==> src/rtl/lsu_ctrl_pkg.sv <==
// Shared encodings and decode helpers for the load/store unit.
package lsu_ctrl_pkg;

  // RV32 funct3 codes for loads and stores
  localparam logic [2:0] F3_B  = 3'b000;
  localparam logic [2:0] F3_H  = 3'b001;
  localparam logic [2:0] F3_W  = 3'b010;
  localparam logic [2:0] F3_BU = 3'b100;
  localparam logic [2:0] F3_HU = 3'b101;

  // dmem access size codes
  localparam logic [1:0] SZ_B = 2'b00;
  localparam logic [1:0] SZ_H = 2'b01;
  localparam logic [1:0] SZ_W = 2'b10;

  typedef enum logic [2:0] {
    ST_IDLE = 3'd0,
    ST_RD   = 3'd1,
    ST_WAIT = 3'd2,
    ST_WR   = 3'd3,
    ST_RESP = 3'd4
  } state_t;

  // Stores only know B/H/W; loads additionally know BU/HU.
  function automatic logic f3_illegal(input logic we, input logic [2:0] f3);
    if (we) return (f3 > F3_W);
    return (f3 == 3'b011) || (f3 == 3'b110) || (f3 == 3'b111);
  endfunction

  // Access size carried by the low two funct3 bits.
  function automatic logic [1:0] f3_size(input logic [2:0] f3);
    case (f3[1:0])
      2'b00:   return SZ_B;
      2'b01:   return SZ_H;
      default: return SZ_W;
    endcase
  endfunction

endpackage

==> src/rtl/lsu_ctrl_load_ext.sv <==
// Combinational load-data extension: picks the addressed byte/half/word
// (already rotated into the low lanes by dmem) and sign/zero extends it.
module lsu_ctrl_load_ext
  import lsu_ctrl_pkg::*;
(
  input  logic [2:0]  funct3,
  input  logic [31:0] r_data,
  output logic [31:0] ext_data
);

  logic signed [7:0]  byte_s;
  logic signed [15:0] half_s;

  assign byte_s = r_data[7:0];
  assign half_s = r_data[15:0];

  // Select and extend according to the load type
  always_comb begin
    ext_data = '0;
    case (funct3)
      F3_B:    ext_data = 32'(byte_s);
      F3_H:    ext_data = 32'(half_s);
      F3_W:    ext_data = r_data;
      F3_BU:   ext_data = {24'd0, r_data[7:0]};
      F3_HU:   ext_data = {16'd0, r_data[15:0]};
      default: ext_data = '0;
    endcase
  end

endmodule

==> src/rtl/lsu_ctrl.sv <==
// Load/store initiator for the memory stage: accepts one request, issues a
// single dmem strobe, waits for read data on loads (with optional timeout)
// and returns a one-cycle response. All dmem-side and response outputs are
// registered together with the state so they line up with it.
module lsu_ctrl
  import lsu_ctrl_pkg::*;
#(
  parameter int ADDR_W  = 32,
  parameter int TIMEOUT = 16
) (
  input  logic              clk,
  input  logic              reset,
  input  logic              req_valid,
  output logic              req_ready,
  input  logic              req_we,
  input  logic [2:0]        req_funct3,
  input  logic [ADDR_W-1:0] req_addr,
  input  logic [31:0]       req_wdata,
  output logic              resp_valid,
  output logic [31:0]       resp_data,
  output logic              resp_err,
  output logic              stall,
  output logic [ADDR_W-1:0] addr,
  output logic              r_enable,
  output logic              w_enable,
  output logic [1:0]        w_size,
  output logic [31:0]       w_data,
  input  logic              ready,
  input  logic [31:0]       r_data
);

  localparam int CNT_W = (TIMEOUT > 1) ? $clog2(TIMEOUT) : 1;
  localparam logic [CNT_W-1:0] CNT_LAST = CNT_W'((TIMEOUT > 0) ? TIMEOUT - 1 : 0);

  state_t            state, state_n;
  logic [CNT_W-1:0]  cnt, cnt_n;
  logic [2:0]        op_f3, op_f3_n;
  logic [ADDR_W-1:0] addr_n;
  logic [31:0]       w_data_n, resp_data_n, ext_data;
  logic [1:0]        w_size_n;
  logic              r_enable_n, w_enable_n, resp_valid_n, resp_err_n;
  logic              timeout_hit;

  lsu_ctrl_load_ext u_load_ext (
    .funct3   (op_f3),
    .r_data   (r_data),
    .ext_data (ext_data)
  );

  assign req_ready   = (state == ST_IDLE);
  assign stall       = (state != ST_IDLE) || (req_valid && req_ready);
  assign timeout_hit = (TIMEOUT != 0) && (cnt == CNT_LAST);

  // Next state and next values of the registered outputs
  always_comb begin
    state_n      = state;
    cnt_n        = cnt;
    op_f3_n      = op_f3;
    addr_n       = addr;
    w_data_n     = w_data;
    w_size_n     = w_size;
    r_enable_n   = 1'b0;
    w_enable_n   = 1'b0;
    resp_valid_n = 1'b0;
    resp_data_n  = '0;
    resp_err_n   = 1'b0;
    case (state)
      ST_IDLE: begin
        if (req_valid) begin
          addr_n   = req_addr;
          op_f3_n  = req_funct3;
          w_size_n = f3_size(req_funct3);
          if (req_we) w_data_n = req_wdata;
          if (f3_illegal(req_we, req_funct3)) begin
            state_n      = ST_RESP;
            resp_valid_n = 1'b1;
            resp_err_n   = 1'b1;
          end else if (req_we) begin
            state_n    = ST_WR;
            w_enable_n = 1'b1;
          end else begin
            state_n    = ST_RD;
            r_enable_n = 1'b1;
          end
        end
      end
      ST_RD: begin
        state_n = ST_WAIT;
        cnt_n   = '0;
      end
      ST_WAIT: begin
        // Data arriving on the last allowed cycle still counts as success
        if (ready) begin
          state_n      = ST_RESP;
          resp_valid_n = 1'b1;
          resp_data_n  = ext_data;
        end else if (timeout_hit) begin
          state_n      = ST_RESP;
          resp_valid_n = 1'b1;
          resp_err_n   = 1'b1;
        end else begin
          cnt_n = cnt + 1'b1;
        end
      end
      ST_WR: begin
        state_n      = ST_RESP;
        resp_valid_n = 1'b1;
      end
      ST_RESP: state_n = ST_IDLE;
      default: state_n = ST_IDLE;
    endcase
  end

  // State and wait-counter register
  always_ff @(posedge clk) begin
    if (reset) begin
      state <= ST_IDLE;
      cnt   <= '0;
    end else begin
      state <= state_n;
      cnt   <= cnt_n;
    end
  end

  // Registered dmem-side and response outputs plus latched request type
  always_ff @(posedge clk) begin
    if (reset) begin
      op_f3      <= '0;
      addr       <= '0;
      w_data     <= '0;
      w_size     <= '0;
      r_enable   <= 1'b0;
      w_enable   <= 1'b0;
      resp_valid <= 1'b0;
      resp_data  <= '0;
      resp_err   <= 1'b0;
    end else begin
      op_f3      <= op_f3_n;
      addr       <= addr_n;
      w_data     <= w_data_n;
      w_size     <= w_size_n;
      r_enable   <= r_enable_n;
      w_enable   <= w_enable_n;
      resp_valid <= resp_valid_n;
      resp_data  <= resp_data_n;
      resp_err   <= resp_err_n;
    end
  end

endmodule
==> config.mk <==
export PLATFORM = sky130hd
export DESIGN_NAME = lsu_ctrl
export DESIGN_NICKNAME = d
export VERILOG_FILES = /design/src/rtl/lsu_ctrl_pkg.sv /design/src/rtl/lsu_ctrl_load_ext.sv /design/src/rtl/lsu_ctrl.sv
export SDC_FILE = /design/constraint.sdc
export NUM_CORES = 1
export LEC_CHECK = 0
export CAP_MARGIN = 25
export CORE_ASPECT_RATIO = 0.7
export CORE_UTILIZATION = 41
export CTS_CLUSTER_DIAMETER = 120
export DETAILED_ROUTE_END_ITERATION = 10
export MAX_ROUTING_LAYER = met4
export PLACE_DENSITY = 0.89
export SYNTH_ARGS = -nofsm -noshare
export SYNTH_HDL_FRONTEND = slang
export SYNTH_HIERARCHICAL = 1
export SYNTH_SLANG_ARGS = --single-unit
==> constraint.sdc <==
create_clock -name clk -period 2.1 [get_ports clk]
set_input_delay 0.21 -clock clk [delete_from_list [all_inputs] [get_ports clk]]
set_output_delay 0.21 -clock clk [all_outputs]
set_load 0.05 [all_outputs]
-- Word-level counts from Yosys, hierarchy flattened
Cells that the tools add are included.
- $add $sub $neg: 1
- multiply operators: 0
- divide/modulo/power cells: 0
- order comparisons: 1
- equal/unequal tests: 16
- shift operators: 0
- muxes and demuxes: 26
- bitwise operators: 4
- reduce and logical (&&, ||, !) cells: 15
- operators by type and width (operator ; number):
    32-bit case mux with 5 select lines ; 1
    1-bit two-way mux ; 13
    3-bit by 2-bit equality test with 1-bit output, second input constant ; 4
    3-bit equality test, second input constant ; 4
    3-bit two-way mux ; 4
    3-bit case mux with 4 select lines ; 1
    4-bit two-way mux ; 2
    4-bit case mux with 2 select lines ; 1
    3-bit by 1-bit equality test with 1-bit output, second input constant ; 2
    3-bit logical NOT ; 2
    2-bit inequality test, second input constant ; 3
    3-bit AND reduction ; 2
    4-bit by 1-bit adder with 4-bit output, second input constant ; 1
    4-bit equality test, second input constant ; 1
    1-bit NOT ; 4
    2-bit case mux with 2 select lines ; 1
    2-bit AND reduction ; 2
    4-bit OR reduction ; 1
    3-bit by 2-bit > comparator with 1-bit output, second input constant ; 1
    1-bit logical OR ; 3
    3-bit inequality test, second input constant ; 1
    1-bit case mux with 3 select lines ; 1
    3-bit nonzero test ; 1
    3-bit OR reduction ; 1
    6 further kinds ; 6
- bits in registers: 112
- latch bits: 0
- bits in writable memories: 0
- bits in read-only memories: 0
- output and inout port bits: 104
- logic and storage cells: 74
- memories: 0

-- Longest topological paths before layout
- depth in word-level cells: 9
- depth in mapped cells: 6

-- Cells and area by module
Netlist, hierarchy kept.
- modules (own cells, without submodules) (module ; instances ; cells each ; area each (um^2) ; sequential area each (um^2)):
    lsu_ctrl ; 1 ; 437 ; 3860.0 ; 2242.2
    lsu_ctrl_load_ext ; 1 ; 71 ; 593.1 ; 0.0

-- Least setup slack after synthesis
No wires, ideal clock.
- path kind: register to output
- start point: register state[0]
- end point: output stall
- arrival time: 2.257 ns
- required time: 1.890 ns
- path slack: -0.367 ns
- cell stages (with the launch flop): 4
- buffers on the path: 1
- path through: dfxtp_1 clkbuf_1 nor3_1 nand2b_1
- cells in the longest elaborated chain, start to end: 3
- RTL lines (element ; line ; source):
    start: declaration ; lsu_ctrl.sv:35 ; state_t state, state_n;
    start signal: assignment ; lsu_ctrl.sv:120 ; state <= state_n;
    3-bit logical NOT ; lsu_ctrl.sv:50 ; assign req_ready = (state == ST_IDLE);
    net req_ready ; lsu_ctrl.sv:14 ; output logic req_ready,
    1-bit logical AND ; lsu_ctrl.sv:51 ; assign stall = (state != ST_IDLE) || (req_valid && req_ready);
    1-bit logical OR ; lsu_ctrl.sv:51 ;
    end: declaration ; lsu_ctrl.sv:22 ; output logic stall,
The timed path passes the listed nets, and every way through them passes these cells.

-- Worst setup path in the final report
- start point: register state[1]
- end point: register w_data[31]
- cells in the longest elaborated chain, start to end: 2
- RTL lines (element ; line ; source):
    3-bit logical NOT ; lsu_ctrl.sv:67 ; case (state)
    3-bit AND reduction (no source line) ; - ;
    end signal: assignment ; lsu_ctrl.sv:140 ; w_data <= w_data_n;
    end: declaration ; lsu_ctrl.sv:27 ; output logic [31:0] w_data,
Every way passes these cells.
A chain may end at the register's enable or synchronous reset.

==> flow_summary_export.csv <==
group,metric,value,unit
finish,nNetsFinal,798,
floorplan,coreArea,0.0104,mm2
floorplan,ios,208,
routing,postRouteAntennaNets,0,
floorplan,die_y,89.2,um
synthesis,synth.area.top_cells,"dfxtp_1 50%, a21oi_1 8.3%, nand2_1 6.2%, and2_1 5.6%, mux2i_1 5.4%",
worst_setup_path,startpoint,"state[1]",
synthesis,yosysWarnings,6,
place,gp_congestion,0.814,
worst_setup_path,cp_slowest_cell,"or4b_2",
synthesis,synth_ff_type,"dfxtp_1",
worst_setup_path,worstPathArrival,2.01,ns
routing,viasPerCell,5.18,
grt,track_usage,22.5,%
worst_setup_path,crit-reg2reg-launch,"state[1]",
power_and_ir_drop,p_per_area,767,mW/mm2
min_path,min_path_cells,3,
power_and_ir_drop,leakage,2.50,nW
clock_tree,path_clk_slew,0.07,ns
clock_tree,post-cts-setup-buffers,0,
grt,grt_pass1_vias,4101,
synthesis,yosysSeqAreaShare,50.4,%
place,place_hpwl,9.16,mm
finish,diodes,0,
worst_setup_path,cpPeakStageDelay,0.74,ns
clock_tree,htree_levels,3,
worst_setup_path,critPathKind,"flop to flop",
finish,drive_gt1_share,6.30,%
routing,firstDrtPassIters,4,
finish,area_delta_synth_final,55.7,%
worst_setup_path,r2r-end,"w_data[31]",
worst_setup_path,crit_path_start_kind,"flop",
sta,final_hold_viol_count,0,
place,io_buffers,207,
sta,drv_slew,0,
clock_tree,cts-root-buf,"clkbuf_16",
power_and_ir_drop,ir_drop,0.424,mV
sta,worstMarginPinSlew,0.914,ns
sta,fmax,0.559,GHz
worst_setup_path,crit_chain,"or4b_2 -> buf_12 -> o21ai_0 -> a21oi_1",
synthesis,synth_edf_count,0,
clock_tree,clk_latency,0.34,ns
synthesis,yosys_register_bits,112,
synthesis,synthArstFlopShare,0,%
sta,min_period,1.79,ns
sta,final-setup-viol-count,0,
min_path,hold_path.startpoint,"req_addr[23]",
synthesis,ys_types,39,
sta,worst_slack,0.311,ns
routing,drc,0,
place,dpl_worst_slack,0.0478,ns
sta,final.setup_skew,0.00627,ns
sta,grt_setup_unrepaired,"no",
routing,drt_first_iter_violations,271,
worst_setup_path,required,2.32,ns
min_path,whs_endpoint,"addr[23]",
synthesis,avgSynthCellArea,8.77,um2
floorplan,initial_core_util,42.7,%
sta,timing.final.crit_share,85.2,%
power_and_ir_drop,power.total,5.32,mW
job,maxCapViolations,0,
synthesis,synth_area,0.00445,mm2
grt,grt_overflow,0,
worst_setup_path,reg2regPathDepth,4,
worst_setup_path,crit_path_end_kind,"flop",
clock_tree,postCtsResizedCells,0,
sta,tns,0,ns
clock_tree,clock_path_buffers,2,
routing,wl_per_cell,15.5,um
grt,grt_pass1_wl,19.4,mm
synthesis,synth.top_cell.area_share,50.4,%
worst_setup_path,crit_fanout,72,
synthesis,netlist_instances,508,
min_path,hold_path_class,"input port to flop",
routing,wl,12.9,mm
synthesis,synth_fp_nets,613,
clock_tree,numCtsBuffers,9,
grt,grt_max_degree,73,
floorplan,die_w,127,um
synthesis,synth_top_area_cell,"dfxtp_1",
worst_setup_path,rrSetupSlack,0.31,ns
grt,antenna_found_initial,0,
clock_tree,ctsHoldBuffers,0,
clock_tree,cts.sinks,112,
sta,maxSlewHeadroom,39.0,%
floorplan,die-area,0.0113,mm2
clock_tree,cts_tree,"built",
run_status,status,"finished clean",
floorplan,core.rowCount,31,
routing,vias,4301,
[cell type report]
class,count,area (um2)
repair buffers,222,2210
inverters,4,15.0
flip-flops and latches,112,2240
well taps,132,165
clock inverters,3,47.5
multi-input cells,344,1970
clock buffers,13,280
fillers,835,3500
[synth_stat cells (6+ instances only)]
master	instances
o21ai_1	9
clkbuf_1	32
and2_1	40
mux2i_1	24
buf_2	7
a21oi_1	74
o2bb2ai_1	7
nand2_1	74
nand3_1	34
o21ai_0	39
dfxtp_1	112
buf_6	6
[layer usage]
layer / GRT usage (%) / routed length (um) / up-vias
met5: - / 0 / -
met4: 8.43 / 265 / 0
met3: 5.33 / 659 / 23
met2: 39.1 / 6450 / 141
met1: 25.8 / 5480 / 2029
li1: - / - / 2108
[cells in the final DEF (no fill, tap or decap), types with 2 or more instances in the layout]
cell / instances
a211oi_1: 2
nand2_1: 74
nand2b_1: 3
nand3_1: 34
o21ai_1: 9
buf_12: 3
o21ai_2: 3
or4_1: 2
o31ai_1: 2
clkbuf_8: 4
nor4_1: 3
and2_1: 40
dfxtp_1: 112
o2bb2ai_1: 7
clkdlybuf4s50_1: 204
a21o_1: 2
buf_4: 14
nor2_1: 3
mux2i_1: 24
inv_1: 4
o21ai_0: 39
a21oi_1: 74
clkbuf_16: 9
or3_1: 5
clkinv_4: 2
nor2b_1: 2
[registers in the layout, indices dropped and copies added (netlist names)]
| signal | flops |
|---|---|
| cnt | 4 |
| w_data | 32 |
| addr | 32 |
| resp_data | 32 |
| w_enable | 1 |
| r_enable | 1 |
| resp_valid | 1 |
| op_f3 | 3 |
| resp_err | 1 |
| state | 3 |
| w_size | 2 |
[critical path: cells and delay by family, from the launching register on]
| family | cells | cell delay, ns |
|---|---|---|
| flops | 1 | 0.36 |
| simple gates | 1 | 0.74 |
| buf+inv | 1 | 0.23 |
| compound gates | 2 | 0.30 |
[report_power, final]
part | internal (mW) | switching [mW]
Sequential | 2.23 | 0.0577
Clock | 1.06 | 0.735
Combinational | 0.507 | 0.734
[per-stage QoR]
step	hold WS [ns]	util, %	instances	instance area (um2)
floorplan	0.346	-	508	4460
global placement	0.441	63.3	814	6610
detailed placement	0.448	63.3	814	6610
CTS	0.403	66.5	830	6940
global route	0.411	66.5	830	6940
finish	0.417	66.5	830	6940
[worst max-delay path by stage]
stage,to,cells past startpoint
3_5_place_dp,resp_err,4
5_1_grt,resp_err,3
2_1_floorplan,stall,3
6_report,w_data[31],4
4_1_cts,resp_err,3
3_3_place_gp,w_data[4],5
[cell families after synthesis]
group	Yosys count	synth area share, %
AO/OA/AOI/OAI	143	17.8
adder cells (fa/ha/maj)	1	0.281
buffers and inverters	52	5.79
flip-flops	112	50.4
multiplexers	24	5.39
AND/OR/NAND/NOR	176	20.4
Power figures use the tool's default switching activity.
